File: src/rtl/riscv_mem_pkg.sv
// Shared types for the unified-memory port arbiter.
// funct3 encodings, arbiter states and grant identifiers.
package riscv_mem_pkg;

  localparam logic [2:0] F3_B  = 3'b000;
  localparam logic [2:0] F3_H  = 3'b001;
  localparam logic [2:0] F3_W  = 3'b010;
  localparam logic [2:0] F3_BU = 3'b100;
  localparam logic [2:0] F3_HU = 3'b101;

  typedef enum logic [1:0] {
    IDLE,
    IF_RESP,
    D_RESP
  } state_t;

  typedef enum logic {
    GNT_IF,
    GNT_D
  } gnt_t;

endpackage

File: src/rtl/lsu_align.sv
// RV32I load/store lane steering, extension and access checks.
// Purely combinational; request side and response side are independent.
module lsu_align
  import riscv_mem_pkg::*;
(
  input  logic        we,
  input  logic [2:0]  funct3,
  input  logic [1:0]  addr,
  input  logic [31:0] wdata,
  output logic        err,
  output logic [3:0]  be,
  output logic [31:0] wdata_lane,
  input  logic [2:0]  ld_funct3,
  input  logic [1:0]  ld_addr,
  input  logic [31:0] rdata,
  output logic [31:0] ld_data
);

  logic [31:0] shifted;
  logic [7:0]  lane_b;
  logic [15:0] lane_h;

  always_comb begin
    err = 1'b0;
    case (funct3)
      F3_B:    err = 1'b0;
      F3_H:    err = addr[0];
      F3_W:    err = |addr;
      F3_BU:   err = we;
      F3_HU:   err = we | addr[0];
      default: err = 1'b1;
    endcase
  end

  always_comb begin
    be         = 4'b0000;
    wdata_lane = 32'h0;
    case (funct3[1:0])
      2'b00: begin
        be         = 4'b0001 << addr;
        wdata_lane = {4{wdata[7:0]}};
      end
      2'b01: begin
        be         = addr[1] ? 4'b1100 : 4'b0011;
        wdata_lane = {2{wdata[15:0]}};
      end
      default: begin
        be         = 4'b1111;
        wdata_lane = wdata;
      end
    endcase
  end

  assign shifted = rdata >> {ld_addr, 3'b000};
  assign lane_b  = shifted[7:0];
  assign lane_h  = ld_addr[1] ? rdata[31:16] : rdata[15:0];

  always_comb begin
    ld_data = 32'h0;
    case (ld_funct3)
      F3_B:    ld_data = {{24{lane_b[7]}}, lane_b};
      F3_H:    ld_data = {{16{lane_h[15]}}, lane_h};
      F3_W:    ld_data = rdata;
      F3_BU:   ld_data = {24'h0, lane_b};
      F3_HU:   ld_data = {16'h0, lane_h};
      default: ld_data = 32'h0;
    endcase
  end

endmodule

File: src/rtl/mem_port_arbiter.sv
// Round-robin arbiter sharing one single-port memory between
// instruction fetch and load/store, with 1-cycle read latency.
module mem_port_arbiter
  import riscv_mem_pkg::*;
#(
  parameter int AW = 11
) (
  input  logic          clk,
  input  logic          reset,
  input  logic          if_req,
  input  logic [31:0]   if_addr,
  output logic [31:0]   if_rdata,
  output logic          if_valid,
  input  logic          d_req,
  input  logic          d_we,
  input  logic [31:0]   d_addr,
  input  logic [2:0]    d_funct3,
  input  logic [31:0]   d_wdata,
  output logic [31:0]   d_rdata,
  output logic          d_valid,
  output logic          d_err,
  output logic [AW-1:0] mem_addr,
  output logic [3:0]    mem_we,
  output logic [31:0]   mem_wdata,
  input  logic [31:0]   mem_rdata
);

  state_t      state_q, state_d;
  gnt_t        last_q, last_d;
  logic        d_we_q, d_err_q;
  logic [2:0]  d_f3_q;
  logic [1:0]  d_lo_q;
  logic        gnt_if, gnt_d;
  logic        d_bad;
  logic [3:0]  be;
  logic [31:0] wlane, ld_data;

  lsu_align u_lsu (
    .we         (d_we),
    .funct3     (d_funct3),
    .addr       (d_addr[1:0]),
    .wdata      (d_wdata),
    .err        (d_bad),
    .be         (be),
    .wdata_lane (wlane),
    .ld_funct3  (d_f3_q),
    .ld_addr    (d_lo_q),
    .rdata      (mem_rdata),
    .ld_data    (ld_data)
  );

  // No grant while reset is held, so nothing reaches memory then.
  always_comb begin
    gnt_if = 1'b0;
    gnt_d  = 1'b0;
    if (state_q == IDLE && reset) begin
      if (if_req && d_req) begin
        gnt_if = (last_q == GNT_D);
        gnt_d  = (last_q == GNT_IF);
      end else begin
        gnt_if = if_req;
        gnt_d  = d_req;
      end
    end
  end

  always_comb begin
    state_d   = state_q;
    last_d    = last_q;
    mem_addr  = '0;
    mem_we    = 4'b0000;
    mem_wdata = 32'h0;
    if_rdata  = 32'h0;
    if_valid  = 1'b0;
    d_rdata   = 32'h0;
    d_valid   = 1'b0;
    d_err     = 1'b0;
    unique case (1'b1)
      gnt_if: begin
        mem_addr = if_addr[AW+1:2];
        state_d  = IF_RESP;
        last_d   = GNT_IF;
      end
      gnt_d: begin
        mem_addr = d_addr[AW+1:2];
        if (d_we && !d_bad) begin
          mem_we    = be;
          mem_wdata = wlane;
        end
        state_d = D_RESP;
        last_d  = GNT_D;
      end
      (state_q == IF_RESP): begin
        if_rdata = mem_rdata;
        if_valid = 1'b1;
        state_d  = IDLE;
      end
      (state_q == D_RESP): begin
        d_valid = 1'b1;
        d_err   = d_err_q;
        d_rdata = (d_err_q || d_we_q) ? 32'h0 : ld_data;
        state_d = IDLE;
      end
      default: ;
    endcase
  end

  always_ff @(posedge clk or negedge reset) begin
    if (!reset) begin
      state_q <= IDLE;
      last_q  <= GNT_D;
      d_we_q  <= 1'b0;
      d_err_q <= 1'b0;
      d_f3_q  <= 3'b000;
      d_lo_q  <= 2'b00;
    end else begin
      state_q <= state_d;
      last_q  <= last_d;
      if (gnt_d) begin
        d_we_q  <= d_we;
        d_err_q <= d_bad;
        d_f3_q  <= d_funct3;
        d_lo_q  <= d_addr[1:0];
      end
    end
  end

endmodule

File: config.mk
export PLATFORM = sky130hd
export DESIGN_NAME = mem_port_arbiter
export DESIGN_NICKNAME = d
export VERILOG_FILES = /design/src/rtl/riscv_mem_pkg.sv /design/src/rtl/lsu_align.sv /design/src/rtl/mem_port_arbiter.sv
export SDC_FILE = /design/constraint.sdc
export NUM_CORES = 1
export LEC_CHECK = 0
export ABC_AREA = 1
export CAP_MARGIN = 10
export CORE_AREA = 2 2 98 100
export CTS_BUF_LIST = sky130_fd_sc_hd__clkbuf_4 sky130_fd_sc_hd__clkbuf_8
export DETAILED_ROUTE_END_ITERATION = 16
export DIE_AREA = 0 0 100 102
export DONT_BUFFER_PORTS = 1
export MAX_ROUTING_LAYER = met4
export PLACE_DENSITY = 0.48
export SLEW_MARGIN = 15
export SYNTH_ARGS = -nofsm -noshare
export SYNTH_HDL_FRONTEND = slang
export SYNTH_SLANG_ARGS = --single-unit
export TNS_END_PERCENT = 5
File: constraint.sdc
create_clock -name clk -period 1.9 [get_ports clk]
set_input_delay 0.285 -clock clk [delete_from_list [all_inputs] [get_ports clk]]
set_output_delay 0.285 -clock clk [all_outputs]
set_load 0.05 [all_outputs]
# Word level (Yosys, flattened, before mapping)
# Index checks and enable logic that the tools add are counted.
# totals
ff_bits	10
elab_cells	57
# classes
n_eq_ne	11
shifts	2
mux	23
bitwise_logic	2
reduce_logical	13
# op_table
op	count
$mux W32	5
$pmux W32 S5	1
$pmux W32 S2	1
$shr A32 B5 Y8	1
$pmux W11 S2	1
$mux W16	1
$eq A3 B3 Y1 const B	4
$mux W4	3
$pmux W4 S2	1
$mux W1	7
$eq A3 B1 Y1 const B	2
$eq A3 B2 Y1 const B	2
$logic_not A3 Y1	2
$pmux W2 S3	1
$pmux W1 S5	1
$eq A2 B1 Y1 const B	2
$logic_not A2 Y1	2
$reduce_or A2 Y1	2
$shl A1 B2 Y4 const A	1
$logic_and A1 B1 Y1	3
$reduce_bool A3 Y1	1
$eq A2 B2 Y1 const B	1
$pmux W1 S2	1
$reduce_bool A2 Y1	1
4 further kinds	4

# Logic depth before layout (Yosys ltp)
# depth
ltp_word	6
depth_mapped	9
depth_no_buf	9

# By module
# Synthesis repeated with hierarchy kept, for this count alone.
# hier_totals
hier_cells	581
area_unflattened_um2	2807.7
# by_module_without_submodules
module	instances	cells_each	area_each_um2
mem_port_arbiter	1	312	1575.3
lsu_align	1	269	1232.4

# Worst setup path before layout
# No wires, ideal clock.
# synth_path
path_kind	reg-to-output
from	register state_q[0]
to	output d_rdata[11]
t_arrival_ps	2297
required_time_ps	1615
path_slack_ps	-682
path_stages_with_launch	8
n_path_buf	1
path_cell_list	dfrtp_1 -> inv_1 -> ha_1 -> inv_1 -> nor3_1 -> o21ai_2 -> clkbuf_1 -> a21oi_1
# synth_between
elab_chain_cells	2
# synth_rtl
item	line_no	text
start, declared	mem_port_arbiter.sv:28	state_t state_q, state_d;
start signal, assigned	mem_port_arbiter.sv:117	state_q <= state_d;
$eq A2 B2 Y1	mem_port_arbiter.sv:98	(state_q == D_RESP): begin
$mux W32	mem_port_arbiter.sv:78	unique case (1'b1)
end, declared	mem_port_arbiter.sv:19	output logic [31:0] d_rdata,
# Every way passes these cells.

# Final worst setup path
# layout_path
from	register d_f3_q[0]
to	output d_rdata[9]
# layout_between
elab_chain_cells	4
elab_cells_between_ends	8
cone_classes	eq/ne (4); mux (3); reduce/logical (1)
# layout_rtl
item	line_no	text
start, declared	mem_port_arbiter.sv:31	logic [2:0] d_f3_q;
start signal, assigned	mem_port_arbiter.sv:122	d_f3_q <= d_funct3;
$eq A3 B3 Y1 (tied with other cells)	lsu_align.sv:60	case (ld_funct3)
$pmux W32 S5 (*)	lsu_align.sv:60	
$mux W32 (*)	mem_port_arbiter.sv:101	d_rdata = (d_err_q || d_we_q) ? 32'h0 : ld_data;
$mux W32 (*)	mem_port_arbiter.sv:78	
# Mark *: on every way between the ends. The rest lies on a longest branch, timed or not.

==> impl_results.md <==
* Drt drc at 0
* Final setup fails at 76
* Worst EP arrival at 1760 ps
* Seq/Total Area, Yosys at 0.1101
* DRT iter0 DRCs at 92
* Most frequent cells in the layout: buf_12 (97), nand2_1 (93), inv_1 (61)
* Commonest non-fill, non-tap cell in the layout: buf_12
* Placed cell areas at 0.004951 sq mm
* H-tree Lvls at 1
* Clk pwr share at 0.364
* Vias per std cell at 4.914
* Layout area overhead at 141.4%
* Largest net degree at the start of global routing at 34
* Maximum VDD drop at 0.0001657 V
* Number of synthesized register bits at 10
* Avg WL per Cell at 15.10 um
* Fin crit share at 1.074
* Hold WS at 178.7 ps
* Grt ovf at 0
* CP Class: flop to output port
* PD cells at 116.8 mW/mm^2
* Met3 wire length at 897 um
* Antenna Cells at 0
* Tot GR Track Use at 0.2023
* Die height at 102 um
* # IOs at 250
* # clock sinks at 10
* Failing checks: setup timing
* CP required at 1620 ps
* Fin area at 0.005513 sq mm
* MaxCap Viol Count at 0
* Drt first pass iters at 4
* Final Max Tran Viols at 0
* Worst min path class: primary input to flop
* Clk root buf: clkbuf_8
* HPWL Detailed at 8516 um
* Via count at 3445
* Internal power at 437.0 uW
* Top sig layer: met4
* Synth Net Count at 597
* Total CTS buffers at 3
* M1 WL at 3789 um
* Final Util at 0.6052
* Distinct cells, synth at 30
* Final RePlAce weighted congestion at 0.8572
* Sw Share at 0.3213
* Worst skew pair latency at 230 ps
* Final worst setup slack at -140.9 ps
* DRT antenna net count at 0
* Layout cells sized above 1 at 0.5000
* Max-slew headroom at 0.7049
* Initial antenna violation count at 0
* Peak Freq at 0.4900 GHz
* Setup TNS at -6739 ps
* Die area at 0.01020 sq mm
* Synth Cell Area at 0.002283 sq mm
* Met2 WL at 5713 um
* TritonCTS clock tree: built
* Die width at 100 um
* CP Capture Type: output port
* RSZ-0062 raised after global routing: true
* Mapped Avg Cell Area at 4.986 sq um
* Reg power frac at 0.332
* Status: finished with violations
* Initial Util at 0.2507
* First-pass GRT wire length at 16520 um
* P_leak at 0.002490 uW
* Fin nets at 730
* Final Skew at 3.800 ps
* Worst-Margin Slew at 441.2 ps
* Final hold vios at 0
* Cells after Synth at 458
* Bufs on Longest Clock Path at 2
* Port Buf Inserts at 0
* Yosys synthesis warning count at 0
* Net switching power at 206.9 uW
* Critical path fanouts, max at 13
* Comb power frac at 0.304
* Post-route minimum period at 2041 ps
* Final wirelength at 10580 um
* Core Area at 0.009109 sq mm
* Vias in the first global route at 3537
* CP startpoint kind: flop
* Site Rows at 35
* Clock transition at path regs at 50 ps
## cell type report
type                            instances  area [sq um]
Fill cell                             780          3596
Timing Repair Buffer                  151          2527
Multi-Input combinational cell        321          2136
Inverter                              104         405.4
Sequential cell                        10         256.5
Tap cell                              111         138.9
Clock buffer                            4         48.80
## power by group through the flow
stage / Clock, uW / Sequential, uW / Combinational, uW
after floorplan: 0 / 217 / 142
after global placement: 0 / 217 / 167
after detailed placement: 0 / 217 / 172
after CTS: 242 / 214 / 189
after global routing: 250 / 213 / 220
final: 235 / 214 / 195
## critical path, stage by stage (launching register included)
cell	delay, ps
dfrtp_2	450
nor2_2	140
nand2_1	100
buf_4	200
o21ai_0	210
inv_1	110
a21oi_4	150
buf_12	150
## routing by layer
layer / vias to the layer above / GRT usage
met5: - / -
met4: 0 / 0.04426
met3: 16 / 0.02941
met2: 179 / 0.4002
met1: 1564 / 0.2115
li1: 1686 / -
## state kept, by name, summed over array words and instances (netlist names)
register  flops
d_err_q       1
d_f3_q        3
d_lo_q        2
d_we_q        1
last_q        1
state_q       2
## kinds of logic after synthesis
| group | count (synthesis) | synth area share |
|---|---|---|
| adders and majority gates | 3 | 0.01644 |
| and+or+nand+nor | 220 | 0.3962 |
| buffers and inverters | 127 | 0.2197 |
| AOI/OAI and AO/OA | 98 | 0.2575 |
| DFF | 10 | 0.1101 |
## timing repair
| action | 4_1_cts | 5_1_grt |
|---|---|---|
| hold buffers | 1 | 0 |
| endpoints found under the hold margin | 10 | 0 |
| gates cloned | 2 | 1 |
| gates resized for setup | 100 | 41 |
| buffers inserted | 7 | 2 |
| pin swaps | 17 | 17 |
| endpoints found under the setup margin | 80 | 103 |
## final timing paths
| path | start | to | slack [ps] | cells after the start |
|---|---|---|---|---|
| max | d_f3_q[0]$_DFFE_PN0P_ | d_rdata[9] | -140 | 7 |
| min | d_addr[0] | d_lo_q[0]$_DFFE_PN0P_ | 180 | 2 |
| max reg2reg | state_q[1]$_DFFE_PN0P_ | d_err_q$_DFFE_PN0P_ | 370 | 11 |
| min reg2reg | last_q$_DFFE_PN1P_ | last_q$_DFFE_PN1P_ | 530 | 2 |
| max in group asynchronous | reset | last_q$_DFFE_PN1P_ | 1130 | 1 |
| min in group asynchronous | reset | d_we_q$_DFFE_PN0P_ | 440 | 1 |
## stage by stage
stage          cells  setup slack [ps]  total power (uW)
6_report         701            -140.9             643.9
5_1_grt          701            -202.2             682.9
4_1_cts          698            -141.1             644.5
3_5_place_dp     684            -36.18             389.3
3_3_place_gp     684             8.554             384.1
2_1_floorplan    458            -186.8             358.8
## cell usage after synthesis
cell / n / area share
a211oi_1: 1 / 0.0033
a21oi_1: 29 / 0.064
a22o_1: 11 / 0.042
a31oi_1: 1 / 0.0027
buf_2: 7 / 0.015
buf_4: 2 / 0.0066
buf_6: 1 / 0.0049
clkbuf_1: 12 / 0.020
clkbuf_2: 1 / 0.0022
clkinv_1: 2 / 0.0033
dfrtp_1: 9 / 0.099
dfstp_2: 1 / 0.012
ha_1: 3 / 0.016
inv_1: 101 / 0.17
inv_2: 1 / 0.0016
nand2_1: 108 / 0.18
nand2_2: 1 / 0.0027
nand3_1: 13 / 0.028
nand3_2: 1 / 0.0044
nand3_4: 1 / 0.0077
nand4_2: 1 / 0.0055
nor2_1: 80 / 0.13
nor2_4: 2 / 0.0099
nor3_1: 13 / 0.028
o211ai_1: 7 / 0.023
o21ai_0: 39 / 0.085
o21ai_2: 1 / 0.0038
o21bai_1: 1 / 0.0033
o221ai_1: 7 / 0.027
o31ai_1: 1 / 0.0033
Power figures use the tool's default switching activity.
